==> config.mk <==
export PLATFORM = sky130hd
export DESIGN_NAME = kernel_ctrl_multi
export DESIGN_NICKNAME = d
export VERILOG_FILES = /design/src/rtl/kernel_ctrl_multi.sv
export SDC_FILE = /design/constraint.sdc
export NUM_CORES = 1
export LEC_CHECK = 0
export BUFFER_PORTS_ARGS = -buffer_cell sky130_fd_sc_hd__buf_2
export CAP_MARGIN = 20
export CORE_ASPECT_RATIO = 1.75
export CORE_UTILIZATION = 43
export DETAILED_ROUTE_END_ITERATION = 7
export PLACE_DENSITY = 0.76
export SYNTH_ARGS = -nofsm -noshare
export SYNTH_HDL_FRONTEND = slang
export SYNTH_SLANG_ARGS = --single-unit
==> constraint.sdc <==
create_clock -name clk -period 2.04 [get_ports clk]
set_input_delay 0.204 -clock clk [delete_from_list [all_inputs] [get_ports clk]]
set_output_delay 0.204 -clock clk [all_outputs]
set_load 0.02 [all_outputs]
==> src/rtl/kernel_ctrl_multi.sv <==
// Host-side ap_start/ap_done controller for a dataflow kernel: latches arguments,
// hands each out once per call, collects end tokens individually, then reports done.
module kernel_ctrl_multi #(
    parameter int NUM_ARGS  = 4,
    parameter int ARG_W     = 8,
    parameter int NUM_ENDS  = 5,
    parameter int RES_W     = 8,
    parameter bit HOLD_DONE = 1'b0,
    parameter int CNT_W     = 32
) (
    input  logic                      clk,
    input  logic                      rst,
    input  logic                      ap_start,
    input  logic                      ap_continue,
    output logic                      ap_ready,
    output logic                      ap_idle,
    output logic                      ap_done,
    input  logic [NUM_ARGS*ARG_W-1:0] args_in,
    output logic [NUM_ARGS-1:0]       arg_valid,
    input  logic [NUM_ARGS-1:0]       arg_ready,
    output logic [NUM_ARGS*ARG_W-1:0] arg_data,
    input  logic [NUM_ENDS-1:0]       end_valid,
    output logic [NUM_ENDS-1:0]       end_ready,
    input  logic [RES_W-1:0]          res_in,
    output logic [RES_W-1:0]          res_out,
    output logic [CNT_W-1:0]          run_cycles
);

    typedef enum logic [1:0] {
        S_IDLE = 2'd0,
        S_RUN  = 2'd1,
        S_DONE = 2'd2
    } state_t;

    state_t state, state_next;

    logic [NUM_ARGS-1:0] sent, arg_hs;
    logic [NUM_ENDS-1:0] got, end_hs;
    logic in_run, launch, run_exit;

    assign in_run    = (state == S_RUN);
    assign ap_idle   = (state == S_IDLE);
    assign ap_ready  = ap_idle;
    assign ap_done   = (state == S_DONE);
    assign launch    = ap_idle && ap_start;

    // Ready/valid are gated by RUN so nothing moves in IDLE or DONE.
    assign arg_valid = in_run ? ~sent : '0;
    assign end_ready = in_run ? ~got  : '0;
    assign arg_hs    = arg_valid & arg_ready;
    assign end_hs    = end_valid & end_ready;

    // Counting this cycle's handshakes lets the last token and the exit share a cycle.
    assign run_exit  = (&(got | end_hs)) && (&(sent | arg_hs));

    always_ff @(posedge clk) begin
        if (rst) state <= S_IDLE;
        else     state <= state_next;
    end

    always_comb begin
        state_next = state;
        case (state)
            S_IDLE: if (ap_start) state_next = S_RUN;
            S_RUN:  if (run_exit) state_next = S_DONE;
            S_DONE: if (!HOLD_DONE || ap_continue) state_next = S_IDLE;
            default: state_next = S_IDLE;
        endcase
    end

    always_ff @(posedge clk) begin
        if (rst) begin
            arg_data   <= '0;
            res_out    <= '0;
            run_cycles <= '0;
            sent       <= '0;
            got        <= '0;
        end else if (launch) begin
            arg_data   <= args_in;
            run_cycles <= '0;
            sent       <= '0;
            got        <= '0;
        end else if (in_run) begin
            sent <= sent | arg_hs;
            got  <= got | end_hs;
            if (end_hs[0]) res_out <= res_in;
            if (run_cycles != '1) run_cycles <= run_cycles + 1'b1;
        end
    end

endmodule

# Word level (Yosys, flattened, before mapping)
# Cells that the tools add are included.
[op_classes] mux=5 reduce_logical=9 n_eq_ne=5 addsub=1 n_bitwise=7
[ops] op="32-bit by 1-bit adder with 32-bit output, second input constant" n=1
[ops] op="32-bit inequality test, second input constant" n=1
[ops] op="5-bit AND" n=1
[ops] op="5-bit 2-to-1 mux" n=1
[ops] op="5-bit inverter" n=1
[ops] op="5-bit bitwise OR" n=1
[ops] op="5-bit AND reduction" n=1
[ops] op="4-bit AND" n=1
[ops] op="2-bit 2-to-1 mux" n=2
[ops] op="4-bit 2-to-1 mux" n=1
[ops] op="4-bit inverter" n=1
[ops] op="4-bit bitwise OR" n=1
[ops] op="2-bit case mux with 2 select lines" n=1
[ops] op="2-bit AND reduction" n=2
[ops] op="4-bit AND reduction" n=1
[ops] op="3-bit AND reduction" n=1
[ops] op="2-bit by 1-bit == test with 1-bit output, second input constant" n=1
[ops] op="2-bit == test, second input constant" n=1
[ops] op="1-bit logical AND" n=2
[ops] op="2-bit logical NOT" n=1
[ops] op="2-bit by 1-bit inequality test with 1-bit output, second input constant" n=1
[ops] op="2-bit inequality test, second input constant" n=1
[ops] op="2-bit OR reduction" n=1
[ops] op="1-bit inverter" n=1
[totals] input_bits=53 word_cells=33 out_inout_bits=84 reg_bits=83

# Longest topological paths before layout
# Gate-level depths: netlist of the first run.
[logic_depth] depth_word=8 ltp_mapped=7 depth_no_buf=6

# Worst setup path before layout of the first run
# No wires, ideal clock.
[synth_timing] kind="flip-flop to flip-flop" startpoint="reg run_cycles[17]" endpoint="reg run_cycles[29]" path_buffers=1 arrival_ns=2.293 setup_ns=0.071 path_slack_ns=-0.323 required_time_ns=1.969 synth_period_minus_slack_ns=2.363 stages_incl_launch_ff=7 cell_sequence="dfxtp_1 > nand4_2 > or4_4 > or4_1 > clkbuf_2 > or3_1 > a21oi_1"
[synth_via] elab_chain_cells=2 word_cells_on_any_way=3 cone_classes="add/sub: 1; eq/ne: 1; reduce/logical: 1"
[synth_rtl] element="start: declaration" line="26" source="output logic [CNT_W-1:0] run_cycles"
[synth_rtl] element="start signal: assignment" line="87" source="if (run_cycles != '1) run_cycles <= run_cycles + 1'b1;"
[synth_rtl] element="parallel branches: the longest is 2 deep, another holds 32-bit by 1-bit adder with 32-bit output"
# Several ways; the timed one is not identified.
# A chain may end at the register's enable or synchronous reset.

# Final worst setup path of the first run
[layout_timing] startpoint="reg run_cycles[23]" endpoint="reg run_cycles[27]"
# The elaborated chain is that of the path after synthesis.

==> impl_metrics.tcl, run 1 <==
set metrics [dict create \
    rsz0062_at_grt "yes" \
    synth-seq-cells 83 \
    dieArea_um2 7928 \
    synth_ff_type "dfxtp_1" \
    yosysWarnings 0 \
    syn2layout_area_growth_pct 44.44 \
    h-tree-depth 3 \
    syn_avg_cell_area_um2 9.371 \
    netlist_instances 347 \
    die_width_um 67.74 \
    violations "setup timing" \
    cts_buffers 9 \
    hp-start "args_in[3]" \
    overflow 0 \
    hp-class "in2reg" \
    outcome "complete, but fails checks" \
    grt_busiest_layer "met2" \
    drc_errors 0 \
    powerDensity_nw_per_um2 794.9 \
    synth_edf_count 0 \
    grt_pass1_wl_mm 13.82 \
    start_kind "flip-flop" \
    dpl.cell_count 588 \
    yosys-top-cells-area "dfxtp_1, a22o_1, nor2_1, a21oi_1, mux2i_1" \
    drt_iter0_drc 150 \
    grtUsageMet2 0.4337 \
    leakage_nw 2.160 \
    die_h_um 117.0 \
    core_area_um2 7284 \
    finalSetupViolations 4 \
    clkTransAtPathRegs_ns 0.06 \
    place_area_um2 4347 \
    peakVddDrop_v 0.0005881 \
    seq_power_share 0.457 \
    grt_util_met1 0.2391 \
    finalMaxSlewViolations 0 \
    post-route-min-period_ns 2.142 \
    async_reset_ff_frac 0 \
    setup.worst_path.end_class "flip-flop" \
    drive_above_1_share 0.4338 \
    cts.sinks 83 \
    synth_compound_area_frac 0.1812 \
    min_to "arg_data[3]" \
    netlist_top_cells_count "dfxtp_1, nor2_1, a22o_1" \
    yosysMostFrequentCell "dfxtp_1" \
    power_switching_mw 0.9393 \
    dp_hpwl_mm 6.804 \
    switching_share 0.2516 \
    fin_crit_sh 1.050 \
    synth_fa_ha_area_frac 0.003848 \
    worst_pin_slew_ns 0.6081 \
    synth.distinct_cells 37 \
    synth_mux_area_frac 0.02770 \
    tns_ns -0.3749 \
    critPathKind "reg2reg" \
    hold_buffers 0 \
    skew_ns 0.004795 \
    fin_area_um2 4697 \
    nNetsFinal 570 \
    num_vias 3287 \
    yosys.area_share.simple 0.2132 \
    synth_top_area_share 0.5110 \
    fin_cells 607 \
    rr_worst_depth 5 \
    hold_path_depth 2 \
    max_freq_ghz 0.4668 \
    synth-xor-area-share 0.03771 \
    initial_core_util 0.4464 \
    internal_power_mw 2.794 \
    cts_tree "yes" \
    fin_ws_ns -0.1025 \
    portBuffers 135 \
    drtPass1Iterations 4 \
    syn_area_um2 3252 \
    ant_nets 0 \
    insertion_delay_ns 0.33 \
    antenna_cells 0 \
    cap_violations 0 \
    via_per_inst 5.415 \
    r2r-end "run_cycles[27]" \
    antenna_found_initial 0 \
    ys_seq_area_frac 0.5110 \
    grt_pass1_vias 3050 \
    synth_top_family_by_area "simple AND/OR/NAND/NOR gates" \
    timing.rr.start "run_cycles[23]" \
    synth_top_area_cell "dfxtp_1" \
    ios 137 \
    cp.required_ns 2.30 \
    track_usage 0.2347 \
    hold_viol 0 \
    met3_usage 0.04360 \
    cts-root-buf "clkbuf_16" \
    arrival_ns 2.40 \
    routed_wl_mm 8.937 \
    grt_max_degree 33 \
    rows 41 \
    max-clock-path-buffers 2 \
    wl_per_cell_um 14.72 \
    r2r_slack_ns -0.10 \
    max_slew_margin 0.5841 \
    cp_max_fo 8 \
    combPwrFrac 0.122 \
    gp_congestion 0.8703 \
    utilization 0.6448 \
    p_clk_frac 0.421 \
    synth_nets 401 \
]
-- kinds of logic after synthesis --
logic type / count (synthesis)
buf+inv: 20
fa+ha+maj: 1
mux: 9
flops: 83
compound gates: 88
xor+xnor: 14
simple gates: 132
-- flip-flops by register name, indices dropped and copies added (netlist names) --
name and cells:
arg_data 32, got 5, res_out 8, run_cycles 32, sent 4, state 2
-- how the worst max path moves through the flow --
stage	from	to	slack, ns	cells after the start
detailed placement	run_cycles[23]	run_cycles[25]	-0.17	5
finish	run_cycles[23]	run_cycles[27]	-0.10	5
global placement	run_cycles[23]	run_cycles[25]	-0.11	5
global route	run_cycles[23]	run_cycles[27]	-0.17	5
CTS	run_cycles[14]	run_cycles[27]	-0.09	5
floorplan	run_cycles[10]	run_cycles[29]	-0.11	6
-- layer usage --
layer | up-vias | share of wire
met1 | 1531 | 0.38
met2 | 131 | 0.54
met3 | 19 | 0.051
li1 | 1606 | -
met5 | - | 0
met4 | 0 | 0.026
-- power by group through the flow --
stage	Sequential [mW]	Clock (mW)	Combinational, mW
4_1_cts	1.71	1.61	0.461
2_1_floorplan	1.81	0	0.202
6_report	1.71	1.57	0.457
3_5_place_dp	1.74	0	0.460
3_3_place_gp	1.74	0	0.453
5_1_grt	1.71	1.67	0.493
-- worst max-delay path, cell delays in order, from the launching register on --
cell	delay [ns]
dfxtp_4	0.34
nand4_1	0.11
or4_4	0.57
or4_4	0.57
or3_1	0.32
a21oi_1	0.15
-- what timing repair did --
action / 4_1_cts / 5_1_grt
buffers inserted: 2 / 1
endpoints found under the setup margin: 4 / 12
gates resized for setup: 3 / 5
pin swaps: 3 / 1
-- final cells by class --
cell class                      instances  area (µm²)
Multi-Input combinational cell        244        1574
Fill cell                             617        2587
Clock buffer                            9       225.2
Tap cell                               86       107.6
Timing Repair Buffer                  177        1003
Inverter                                1       3.754
Clock inverter                          7       66.31
Sequential cell                        83        1717
-- stage by stage --
stage          total power, mW  setup WS [ns]  hold WS, ns
3_3_place_gp             2.191        -0.1148       0.4200
5_1_grt                  3.877        -0.1675      0.08290
2_1_floorplan            2.008        -0.1130       0.3370
3_5_place_dp             2.199        -0.1693       0.4226
6_report                 3.734        -0.1025      0.08935
4_1_cts                  3.775       -0.09373      0.07285
-- cell usage in the layout, fill, tap and decap left out, types with 3 or more instances in the layout --
master / n
a21oi_1: 29
a22o_1: 32
and2_1: 3
and3_1: 3
and4_1: 3
buf_2: 135
buf_4: 41
clkbuf_16: 9
clkinv_2: 3
dfxtp_1: 67
dfxtp_4: 14
mux2i_1: 9
nand2_1: 13
nand3_1: 14
nand4_1: 12
nor2_1: 44
nor3_1: 3
nor4_1: 3
o21ai_0: 14
o31ai_1: 3
or3_1: 12
or4_1: 3
xnor2_1: 10
xor2_1: 4
(Power assumes the default switching activity.)
==> run 2, diff against run 1 <==
- CELL_PAD_IN_SITES_DETAIL_PLACEMENT: not set -> 0
- CELL_PAD_IN_SITES_GLOBAL_PLACEMENT: not set -> 2
- CORE_UTILIZATION: 43 -> 24
- PLACE_DENSITY: 0.76 -> not set
- PLACE_DENSITY_LB_ADDON: not set -> 0.1
==> run 2 against run 1 <==
  * The run still ends with setup timing left
  * Power up 3.5%
  * First-iteration DRC count down 34%
  * Combinational power up 2%
==> impl_metrics.tcl, run 2 (synthesis gave the netlist of run 1 again) <==
set metrics [dict create \
    cp_max_fo 8 \
    start_kind "flip-flop" \
    max-clock-path-buffers 2 \
    biggestRegsByFlops "arg_data x32, run_cycles x32, res_out x8" \
    outcome "complete, but fails checks" \
    portBuffers 135 \
    post-route-min-period_ns 2.165 \
    initial_core_util 0.2487 \
    multiInputGateArea_um2 1560 \
    regArea_um2 1718 \
    hold_path_depth 2 \
    critPathKind "reg2reg" \
    gp_congestion 0.7648 \
    finalMaxSlewViolations 0 \
    r2r_slack_ns -0.12 \
    cts_buffers 9 \
    nFillCells 1388 \
    ant_nets 0 \
    clkTransAtPathRegs_ns 0.07 \
    insertion_delay_ns 0.34 \
    grt_max_degree 34 \
    grt_pass1_wl_mm 16.47 \
    fin_cells 699 \
    rr_worst_depth 5 \
    skew_ns 0.007128 \
    violations "setup timing" \
    drive_above_1_share 0.4413 \
    rows 55 \
    syn2layout_area_growth_pct 49.71 \
    min_to "arg_data[19]" \
    arrival_ns 2.44 \
    drt_iter0_drc 99 \
    grt_pass1_vias 3285 \
    cp.required_ns 2.31 \
    cts.sinks 83 \
    powerDensity_nw_per_um2 793.5 \
    worst_pin_slew_ns 0.7286 \
    dp_slack_ns -0.2202 \
    routed_wl_mm 10.42 \
    die_width_um 89.99 \
    dieArea_um2 14040 \
    hp-start "args_in[19]" \
    die_h_um 156.0 \
    timing.rr.start "run_cycles[20]" \
    core_area_um2 13080 \
    finalSetupViolations 4 \
    via_per_inst 4.657 \
    leakage_nw 2.197 \
    peakVddDrop_v 0.0004286 \
    antenna_cells 0 \
    max_slew_margin 0.5143 \
    max_freq_ghz 0.4620 \
    r2r-end "run_cycles[27]" \
    hold_buffers 0 \
    fin_ws_ns -0.1247 \
    wl_per_cell_um 14.90 \
    h-tree-depth 3 \
    dpl.cell_count 684 \
    hp-class "in2reg" \
    grtUsageMet2 0.2846 \
    dp_hpwl_mm 7.921 \
    grt_util_met1 0.1540 \
    fin_crit_sh 1.061 \
    final_cell_mix "buf_2, dfxtp_1, buf_4, nor2_1, a22o_1" \
    cap_violations 0 \
    met3_usage 0.04045 \
    utilization 0.3723 \
    grt_busiest_layer "met2" \
    track_usage 0.1514 \
    layout_commonest_cell "buf_2" \
    rsz0062_at_grt "yes" \
    drtPass1Iterations 4 \
    cts-root-buf "clkbuf_16" \
    drc_errors 0 \
    antenna_found_initial 0 \
    hold_viol 0 \
    overflow 0 \
    num_vias 3255 \
    cts_tree "yes" \
    setup.worst_path.end_class "flip-flop" \
    nNetsFinal 578 \
    ios 137 \
]
[run 2: changes by cell type in the layout (fill, tap and decap cells not counted), moves of 2 or more]
cell | before | now
a21oi_1 | 29 | 27
a21oi_2 | 2 | 4
buf_4 | 41 | 49
clkinv_2 | 3 | 1
[run 2: what timing repair did]
action | CTS | global route
setup endpoints to repair | 4 | 14
resized for setup | 2 | 5
endpoints found under the hold margin | 0 | 0
pin swaps | 0 | 4
gates cloned | 0 | 0
setup buffers | 0 | 0
[run 2: how the worst max path moves through the flow]
stage | start | cells past startpoint | end
after floorplan | run_cycles[10] | 6 | run_cycles[29]
after global placement | run_cycles[13] | 5 | run_cycles[29]
after detailed placement | run_cycles[13] | 5 | run_cycles[27]
after CTS | run_cycles[13] | 5 | run_cycles[27]
after global routing | run_cycles[20] | 5 | run_cycles[25]
final | run_cycles[20] | 5 | run_cycles[27]
[run 2: final cells by class]
cell class	instances	area share
Timing Repair Buffer	185	0.2185
Clock inverter	5	0.01208
Clock buffer	10	0.05140
Tap cell	171	0.04395
Sequential cell	83	0.3529
Multi-Input combinational cell	244	0.3205
Inverter	1	0.0007710
[run 2: worst max-delay path, cell delays in order (launching register included)]
cell	delay (ns)
dfxtp_4	0.36
nand4_4	0.11
or4_4	0.55
or4_4	0.60
or3_1	0.35
a21oi_2	0.13
[run 2: metrics by stage]
step                      power (mW)  hold WS (ns)  setup TNS [ns]  area [µm²]
after CTS                      3.930       0.06191         -0.4355        4852
final                          3.863       0.07874         -0.4351        4868
after detailed placement       2.213        0.4265         -0.7496        4536
after global routing           4.039       0.06758         -0.6526        4868
after global placement         2.211        0.4215         -0.6632        4536
after floorplan                2.008        0.3370         -0.4510        3331
[run 2: where the power goes]
| group | leakage [nW] | internal [mW] | switching, mW |
|---|---|---|---|
| Sequential | 0.688 | 1.67 | 0.0340 |
| Clock | 0.154 | 1.02 | 0.673 |
| Combinational | 1.35 | 0.182 | 0.284 |
[run 2: routing by layer]
metal  up-vias  wire length [µm]
li1       1622                 -
met1      1520              4052
met2       101              5577
met3        12               526
met4         0               258
met5         -                 0
==> run 3, diff against run 2 <==
- CORE_UTILIZATION: 24 -> 29
- PLACE_DENSITY: not set -> 0.87
- PLACE_DENSITY_LB_ADDON: 0.1 -> not set
- clock period: 2.04 -> 2.8 ns (I/O delays scaled with it)
==> run 3 against run 2 <==
  * The flow now finishes without violations
  * Clock-buffer cell count is the same
  * Hold slack gained 0.077 ns
  * Final cell count shrank 11%
  * Die area shrank 17%
  * Utilization grew 3.6 points
  * Critical path depth is the same
  * Critical path type unchanged
==> impl_metrics.tcl, run 3 (synthesis gave the netlist of run 1 again) <==
set metrics [dict create \
    outcome "finished, final reports clean" \
    peakVddDrop_v 0.0004003 \
    post-route-min-period_ns 2.507 \
    setup.worst_path.end_class "flip-flop" \
    hold_buffers 0 \
    path_cells "nand4_1 > or4_4 > or4_1 > or3_1 > a21oi_1" \
    timing.rr.start "run_cycles[10]" \
    via_per_inst 5.066 \
    max_slew_margin 0.4080 \
    drive_above_1_share 0.3476 \
    drt_iter0_drc 150 \
    start_kind "flip-flop" \
    min_to "arg_data[14]" \
    worst_pin_slew_ns 0.8799 \
    core_area_um2 10820 \
    rows 50 \
    leakage_nw 1.951 \
    r2r_slack_ns 0.29 \
    biggestRegsByFlops "arg_data x32, run_cycles x32, res_out x8" \
    portBuffers 135 \
    die_h_um 142.1 \
    drtPass1Iterations 4 \
    max-clock-path-buffers 2 \
    syn2layout_area_growth_pct 35.94 \
    grt_pass1_vias 3061 \
    clkTransAtPathRegs_ns 0.06 \
    h-tree-depth 3 \
    fin_ws_ns 0.2932 \
    cp.required_ns 3.05 \
    arrival_ns 2.76 \
    finalSetupViolations 0 \
    cts_buffers 9 \
    rr_worst_depth 5 \
    fin_crit_sh 0.8953 \
    post_cts_buffers 0 \
    initial_core_util 0.3005 \
    hp-class "in2reg" \
    cp_max_fo 8 \
    regArea_um2 1662 \
    wl_per_cell_um 14.88 \
    max_freq_ghz 0.3989 \
    antenna_found_initial 0 \
    hold_viol 0 \
    antenna_cells 0 \
    num_vias 3136 \
    track_usage 0.1691 \
    skew_ns 0.004460 \
    layout_commonest_cell "buf_2" \
    routed_wl_mm 9.211 \
    critPathKind "reg2reg" \
    dp_hpwl_mm 6.939 \
    cap_violations 0 \
    cts-resized-gates 0 \
    rsz0062_at_grt "no" \
    cts.sinks 83 \
    drc_errors 0 \
    slowest_delay_ns 0.68 \
    ios 137 \
    cts_tree "yes" \
    overflow 0 \
    critical_path.slowest_cell "or4_1" \
    cts-root-buf "clkbuf_16" \
    insertion_delay_ns 0.34 \
    dieArea_um2 11660 \
    hp-start "args_in[14]" \
    tns_ns 0 \
    finalMaxSlewViolations 0 \
    nNetsFinal 538 \
    r2r-end "run_cycles[29]" \
    dp_slack_ns 0.3161 \
    powerDensity_nw_per_um2 645.1 \
    gp_congestion 0.7636 \
    hold_path_depth 2 \
    grt_pass1_wl_mm 14.72 \
    ant_nets 0 \
    final_cell_mix "buf_2, dfxtp_1, nor2_1, a22o_1, a21oi_1" \
    grt_max_degree 33 \
    nFillCells 1113 \
    multiInputGateArea_um2 1514 \
    die_width_um 82.05 \
]
run 3: cell types whose count changed in the layout (fill, tap and decap cells not counted), sizes merged:
| cell | change |
|---|---|
| clkinvlp | +2 |
| bufinv | +1 |
| buf | -40 |
| inv | -2 |
run 3: per-layer routing:
layer / track usage / wire, µm
met1: 0.1838 / 3477
met3: 0.04679 / 483
met4: 0.09326 / 348
met5: 0 / 0
met2: 0.2871 / 4902
run 3: per-stage QoR:
step	hold WS (ns)	std cells	power, mW	util	instance area [µm²]
after floorplan	0.4130	347	1.476	-	3252
after global placement	0.4501	603	1.603	0.3782	4093
after detailed placement	0.4489	603	1.608	0.3782	4093
after CTS	0.1427	619	2.893	0.4084	4420
after global routing	0.1445	619	2.988	0.4084	4420
final	0.1556	619	2.852	0.4084	4420
run 3: power breakdown:
group          leakage (nW)  internal, mW  switching, mW  total [mW]
registers             0.675          1.23         0.0268        1.26
clock network         0.155         0.805          0.470        1.27
logic                  1.12         0.120          0.200       0.320
total                  1.95          2.16          0.697        2.85
run 3: layout make-up:
cell class / instances / area share
Clock buffer: 10 / 0.05406
Clock inverter: 6 / 0.02010
Inverter: 1 / 0.0008491
Multi-Input combinational cell: 244 / 0.3425
Sequential cell: 83 / 0.3759
Tap cell: 130 / 0.03680
Timing Repair Buffer: 145 / 0.1698
run 3: critical path: cells and delay by family (launching register included):
kind	cells	cell delay (ns)
AND/OR/NAND/NOR	4	1.81
AO/OA/AOI/OAI	1	0.16
flip-flops	1	0.45
run 3: worst max-delay path by stage:
stage | from | endpoint | depth (start not counted)
2_1_floorplan | run_cycles[17] | run_cycles[29] | 6
3_3_place_gp | run_cycles[10] | run_cycles[27] | 5
3_5_place_dp | run_cycles[10] | run_cycles[29] | 5
4_1_cts | run_cycles[10] | run_cycles[29] | 5
5_1_grt | run_cycles[10] | run_cycles[29] | 5
6_report | run_cycles[10] | run_cycles[29] | 5
